**src/rtl/ex_core_pkg.sv**
```systemverilog
// Shared types and default widths for the ROM BIST engine.
package ex_core_pkg;

  localparam int EX_ADDR_W = 8;
  localparam int EX_DATA_W = 8;
  localparam int EX_SIG_W  = 16;

  typedef enum logic [1:0] {
    ST_IDLE = 2'd0,
    ST_RUN  = 2'd1,
    ST_CMP  = 2'd2,
    ST_DONE = 2'd3
  } bist_state_e;

endpackage

```
**src/rtl/ex_core_rom_bist.sv**
```systemverilog
// ROM BIST: additive signature over addresses 0..EndAddr, Done EndAddr+3 cycles after start.
// No backpressure; abort wins over start, and functional ROM access is muxed through while not busy.
module ex_core_rom_bist
  import ex_core_pkg::*;
#(
  parameter int ADDR_W = EX_ADDR_W,
  parameter int DATA_W = EX_DATA_W,
  parameter int SIG_W  = EX_SIG_W
) (
  input  logic              WRCK,
  input  logic              WRSTN,
  input  logic              BistStart,
  input  logic              BistAbort,
  input  logic [ADDR_W-1:0] EndAddr,
  input  logic [SIG_W-1:0]  Golden,
  input  logic [ADDR_W-1:0] FuncAddress,
  input  logic [DATA_W-1:0] RomDataIn,
  output logic [ADDR_W-1:0] RomAddress,
  output logic [DATA_W-1:0] FuncDataOut,
  output logic              BistBusy,
  output logic              BistDone,
  output logic              BistPass,
  output logic [SIG_W-1:0]  Signature
);

  bist_state_e       state_q;
  logic [ADDR_W-1:0] cnt_q;
  logic [ADDR_W-1:0] end_q;
  logic [SIG_W-1:0]  sig_q;
  logic [SIG_W-1:0]  golden_q;
  logic              busy_q;
  logic              done_q;
  logic              pass_q;
  logic [SIG_W-1:0]  sig_d;

  assign sig_d = sig_q + SIG_W'(RomDataIn);

  always_ff @(posedge WRCK or negedge WRSTN) begin
    if (!WRSTN) begin
      state_q  <= ST_IDLE;
      cnt_q    <= '0;
      end_q    <= '0;
      sig_q    <= '0;
      golden_q <= '0;
      busy_q   <= 1'b0;
      done_q   <= 1'b0;
      pass_q   <= 1'b0;
    end else if (BistAbort) begin
      // Signature is deliberately left untouched so it can be inspected after an abort.
      state_q <= ST_IDLE;
      busy_q  <= 1'b0;
      done_q  <= 1'b0;
      pass_q  <= 1'b0;
    end else begin
      case (state_q)
        ST_IDLE, ST_DONE: begin
          if (BistStart) begin
            state_q  <= ST_RUN;
            cnt_q    <= '0;
            sig_q    <= '0;
            end_q    <= EndAddr;
            golden_q <= Golden;
            busy_q   <= 1'b1;
            done_q   <= 1'b0;
            pass_q   <= 1'b0;
          end
        end
        ST_RUN: begin
          sig_q <= sig_d;
          cnt_q <= cnt_q + ADDR_W'(1);
          // Compare before increment so EndAddr of all-ones never depends on wrap.
          if (cnt_q == end_q) begin
            state_q <= ST_CMP;
          end
        end
        ST_CMP: begin
          pass_q  <= (sig_q == golden_q);
          done_q  <= 1'b1;
          busy_q  <= 1'b0;
          state_q <= ST_DONE;
        end
        default: begin
          state_q <= ST_IDLE;
          busy_q  <= 1'b0;
        end
      endcase
    end
  end

  assign RomAddress  = busy_q ? cnt_q : FuncAddress;
  assign FuncDataOut = busy_q ? '0 : RomDataIn;
  assign BistBusy    = busy_q;
  assign BistDone    = done_q;
  assign BistPass    = pass_q;
  assign Signature   = sig_q;

endmodule

```
**config.mk**
```make
export PLATFORM = sky130hd
export DESIGN_NAME = ex_core_rom_bist
export DESIGN_NICKNAME = d
export VERILOG_FILES = /design/src/rtl/ex_core_pkg.sv /design/src/rtl/ex_core_rom_bist.sv
export SDC_FILE = /design/constraint.sdc
export NUM_CORES = 1
export LEC_CHECK = 0
export ABC_AREA = 1
export CORE_ASPECT_RATIO = 0.7
export CORE_UTILIZATION = 50
export DETAILED_ROUTE_END_ITERATION = 16
export PLACE_DENSITY_LB_ADDON = 0.08
export SYNTH_ARGS = -nofsm -noshare
export SYNTH_HDL_FRONTEND = slang
export SYNTH_SLANG_ARGS = --single-unit
```
**constraint.sdc**
```tcl
create_clock -name WRCK -period 1.9 [get_ports WRCK]
set_input_delay 0.19 -clock WRCK [delete_from_list [all_inputs] [get_ports WRCK]]
set_output_delay 0.19 -clock WRCK [all_outputs]
set_load 0.005 [all_outputs]
```
After elaboration in Yosys (flattened, before gate mapping)
Index checks and enable logic that the tools add are counted.

Register bits after elaboration: 53. Latch bits: 0. Bits in writable memories: 0. Memory bits (read-only): 0. Input bits: 44. Output and inout bits: 35. Logic and storage cells: 45. Memories kept: 0.

Add/subtract/negate cells: 2. $mul: 0. Divide/modulo/power cells: 0. $lt $le $gt $ge: 0. Equal/unequal tests: 8. Shift-type cells: 0. Muxes and demuxes: 18. Bitwise gates (word level): 1. Reductions and logical operators: 8.

Operator list (count): $pmux W16 S2 (1); $mux W8 (3); $add A16 B8 Y16 (1); $eq A16 B16 Y1 (1); $mux W16 (1); $pmux W8 S2 (1); $add A8 B1 Y8 const B (1); $eq A8 B8 Y1 (1); $mux W2 (3); $ne A3 B3 Y1 const B (2); $pmux W1 S2 (3); $pmux W2 S3 (1); $reduce_and A3 Y1 (2); $mux W1 (5); $eq A2 B2 Y1 const B (2); $reduce_and A2 Y1 (2); $reduce_bool A3 Y1 (1); $eq A2 B1 Y1 const B (1); $logic_not A2 Y1 (1); $ne A2 B2 Y1 const B (1); $reduce_bool A2 Y1 (1); $reduce_or A2 Y1 (1); $not A1 Y1 (1).

Logic depth before layout (Yosys ltp)
Word-level depth: 4. Mapped depth: 11. Depth with buffers taken out: 11.

Worst setup path after synthesis
OpenSTA, ideal clock, no wires.

Path type: register -> register. From: reg sig_q[0], in the netlist Signature[0]. To: reg sig_q[6], in the netlist Signature[6]. Library setup time: 121 ps. Data arrival time: 1579 ps. Path slack: 200 ps. Cell stages (with the launch flop): 10. Buffers on the path: 0. Period minus slack after synthesis: 1700 ps. Path through: dfrtp_1 -> ha_1 -> inv_1 -> fa_1 -> nor2_1 -> nor2_1 -> o21ai_0 -> a21oi_1 -> o21ai_1 -> nand2_1.

Cells in the longest elaborated chain, start to end: 2.

Ends and longest elaborated chain: from (decl) (RTL line ex_core_rom_bist.sv:29) `logic [SIG_W-1:0] sig_q;`; from (signal assigned) (RTL line ex_core_rom_bist.sv:69) `sig_q <= sig_d;`; $add A16 B8 Y16 (RTL line ex_core_rom_bist.sv:36) `assign sig_d = sig_q + SIG_W'(RomDataIn);`; $pmux W16 S2 (RTL line ex_core_rom_bist.sv:55) `case (state_q)`.

No other way between the ends. A chain may end at the register's enable or synchronous reset.

Worst setup path after layout
From: reg busy_q, in the netlist BistBusy. To: out RomAddress[7].

Cells in the longest elaborated chain, start to end: 1.

Ends and longest elaborated chain: from (decl) (RTL line ex_core_rom_bist.sv:31) `logic busy_q;`; from (signal assigned) (RTL line ex_core_rom_bist.sv:45) `busy_q <= 1'b0;`; from (signal assigned) (RTL line ex_core_rom_bist.sv:51) `busy_q <= 1'b0;`; from (signal assigned) (RTL line ex_core_rom_bist.sv:63) `busy_q <= 1'b1;`; $mux W8 (RTL line ex_core_rom_bist.sv:90) `assign RomAddress = busy_q ? cnt_q : FuncAddress;`; to (decl) (RTL line ex_core_rom_bist.sv:18) `output logic [ADDR_W-1:0] RomAddress,`.

No other way between the ends.

==> summary.md <==
| Metric | Value |
|---|---|
| Final net count | `between 500 and 600` |
| First-pass GRT wire length | `13.5 mm` |
| Final wirelength | `roughly 8.4 mm` |
| Gr usage total | `25.3%` |
| Slew margin rel. | `roughly three fifths` |
| Die Ht | `slightly below 70 um` |
| Clk root buf | `clkbuf_8` |
| Hold crit path type | `input port to asynchronous set/reset pin` |
| Worst Reg-to-Reg Cells | `8` |
| Total power | `around 5.5 mW` |
| Fillers | `549` |
| Chip width | `98.2 um` |
| Routed Antenna Nets | `0` |
| Seq pwr share | `roughly a third` |
| TritonCTS Buffers | `5` |
| Sw Ratio | `roughly 40%` |
| Power Dens Cells | `~1300 nW/um2` |
| Failing checks | `design-rule violations` |
| Largest cells by area after synthesis | `dfrtp_1 (41%), nand2_1 (13%), nor2_1 (6.5%)` |
| Area Overhead vs Synth | `34.5%` |
| Diode count | `0` |
| Critical path arrival | `1640 ps` |
| Tmin final | `about 1800 ps` |
| Mapped Nets | `between 400 and 500` |
| WL per Instance | `approximately 14 um` |
| Pre-antenna DRT Iters | `10` |
| CP Launch Type | `register` |
| Top cell type's share of synthesized area | `approximately 40%` |
| Initial Utilization | `51.9%` |
| Comb power frac | `a little over half` |
| Fin. Hold Viols | `0` |
| Slew @ Worst Pin | `approximately 600 ps` |
| Port bufs | `78` |
| Later-pin clock latency in the skew report | `300 ps` |
| Period utilization | `96.5%` |
| Total core area | `between 6000 and 7000 um2` |
| Post-synth ARST share | `100%` |
| Share of layout cells above drive strength 1 | `between 10% and 20%` |
| CTS tree | `done` |
| Die area | `about 7000 um2` |
| Maximum vdd drop | `between 0.5 and 0.6 mV` |
| Switching Power | `about 2.2 mW` |
| Clock sinks | `between 50 and 60` |
| Register area share after synthesis | `between 40 and 50%` |
| Clock skew | `around 9 ps` |
| Post-Syn Area per Cell | `around 7.8 um2` |
| Pre-CTS WS | `-181 ps` |
| Fmax | `~0.55 GHz` |
| Ys flop type | `dfrtp_1` |
| Clock buffer depth | `2` |
| Placed Cells | `roughly 580` |
| Crit end category | `primary output` |
| Setup TNS | `0 ps` |
| Max Cap Viol | `0` |
| Vias/cell | `5.04` |
| Total gr overflow | `0` |
| Vias in the first global route | `2,756` |
| Post-synthesis cell type count | `32` |
| Final std cells w/o fill | `about 590` |
| Initial antenna violation count | `0` |
| Worst-path clk slew | `100 ps` |
| Mapped Area | `approximately 3200 um2` |
| Cells after synthesis | `between 400 and 500` |
| Yosys reg bits | `between 50 and 60` |
| Drt first-iter violations | `roughly 220` |
| CP Max Fanout | `11` |
| I/O Pins | `79` |
| Clock H-tree levels | `2` |
| Syn. warnings | `0` |
| FP Rows | `24` |
| Largest net degree at the start of global routing | `32` |
| EDFF count, synth | `0` |
| Pint | `3.26 mW` |
| Clock share of power | `12.0%` |
| Min Hold Slack | `~410 ps` |
| RSZ-0062 raised after global routing | `yes` |
| GPL Wtd Cong | `approximately 0.87` |
| Vias | `between 2,000 and 3,000` |
| Hpwl dp | `6.41 mm` |
| # DRC | `6` |
| Status | `finished with violations` |
| CP Data Required Time | `1710 ps` |
| Final worst setup slack | `between 60 and 70 ps` |
| Pleak | `2.09 nW` |
| Synth area leader | `dfrtp_1` |
| Final Max Tran Viols | `0` |
| Critical path class | `register to primary output` |
| Final setup vio count | `0` |
flip-flops by register name (all words and copies together), names as in the netlist:
signal	count
Signature	16
golden_q	16
cnt_q	8
end_q	8
state_q	2
BistBusy	1
BistDone	1
BistPass	1
final cells by class:
cell class / count / area (um2) / area share [%]
Multi-Input combinational cell: 301 / 1680 / 38.6
Sequential cell: 53 / 1330 / 30.5
Timing Repair Buffer: 97 / 946 / 21.7
Inverter: 54 / 209 / 4.79
Tap cell: 78 / 97.6 / 2.24
Clock buffer: 6 / 82.6 / 1.89
Clock inverter: 1 / 7.51 / 0.172
Timing Repair inverter: 1 / 7.51 / 0.172
path summary, 6_finish.rpt:
kind / startpoint / endpoint / slack (ps)
worst max-delay path: BistBusy$_DFFE_PN0P_ / RomAddress[7] / 70
worst min-delay path: WRSTN / golden_q[3]$_DFFE_PN0P_ / 410
worst max register to register: Signature[3]$_DFFE_PN0P_ / Signature[6]$_DFFE_PN0P_ / 180
worst min register to register: BistDone$_DFFE_PN0P_ / BistDone$_DFFE_PN0P_ / 480
max in group asynchronous: WRSTN / Signature[8]$_DFFE_PN0P_ / 900
min in group WRCK: EndAddr[2] / end_q[2]$_DFFE_PN0P_ / 460
stage by stage:
stage	utilization (%)	instance area (um2)
after floorplan	-	3240
after global placement	67.2	4200
after detailed placement	67.2	4200
after CTS	68.8	4300
after global routing	69.8	4360
final	69.8	4360
worst max-delay path, cell delays in order, from the launching register on:
cell and delay (ps):
dfrtp_2 450, buf_4 250, nand2_1 70, nand2_1 80, clkdlybuf4s50_1 490
cell families (layout without fill, tap and decap cells):
kind of cell               after synthesis  after routing  share of synthesized area, %
and+or+nand+nor                        207            207                          27.5
buffers and inverters                   62            159                          7.68
adders and majority gates               12             12                          4.86
AOI/OAI and AO/OA                       42             42                          6.83
xor gates and xnor gates                22             22                          5.95
muxes                                   18             18                          6.25
DFF                                     53             53                          40.9
metal layers:
layer | vias to the layer above | global-route usage [%] | routed length [um] | part of all wire (%)
li1 | 1502 | - | - | -
met4 | 0 | 4.48 | 57 | 0.68
met5 | - | 0 | 0 | 0
met2 | 100 | 36.3 | 3460 | 41
met3 | 7 | 5.14 | 677 | 8.0
met1 | 1369 | 39.4 | 4220 | 50
power groups by stage:
stage	Clock [mW]	Sequential [mW]	Combinational [mW]
3_5_place_dp	0	1.92	2.76
4_1_cts	0.681	1.90	2.78
3_3_place_gp	0	1.89	2.68
6_report	0.655	1.92	2.88
2_1_floorplan	0	1.82	1.71
5_1_grt	0.714	1.97	3.19
repair_timing:
item	CTS	global route
buffers inserted	0	3
resized for setup	0	8
hold buffers	1	0
setup endpoints to repair	0	12
hold endpoints to repair	22	0
placed cells by master, fill, tap and decap left out, drive strengths merged:
master	n
nand2	110
clkdlybuf4s50	77
mux2	18
buf	19
ha	11
clkbuf	6
nand3b	1
nor2	61
nand3	24
nor3	4
a21boi	1
xor2	8
inv	53
or2	1
dlygate4sd3	1
nand4	6
clkinvlp	3
o22ai	2
a21oi	17
o21ai	21
xnor2	14
fa	1
a21o	1
dfrtp	53
synth_stat cells (2+ instances only):
cell / number
buf_2: 5
nand3_1: 22
o22ai_1: 2
nor3_1: 4
mux2_1: 4
o21ai_1: 2
a21oi_1: 17
nor2_1: 56
clkbuf_1: 2
ha_1: 11
nand4_1: 6
inv_2: 5
xor2_1: 8
nand3_2: 2
nor2_2: 2
dfrtp_1: 53
xnor2_1: 14
inv_1: 48
nand2_1: 109
nor2_8: 2
o21ai_0: 18
mux2_2: 14
Power figures use the tool's default switching activity.
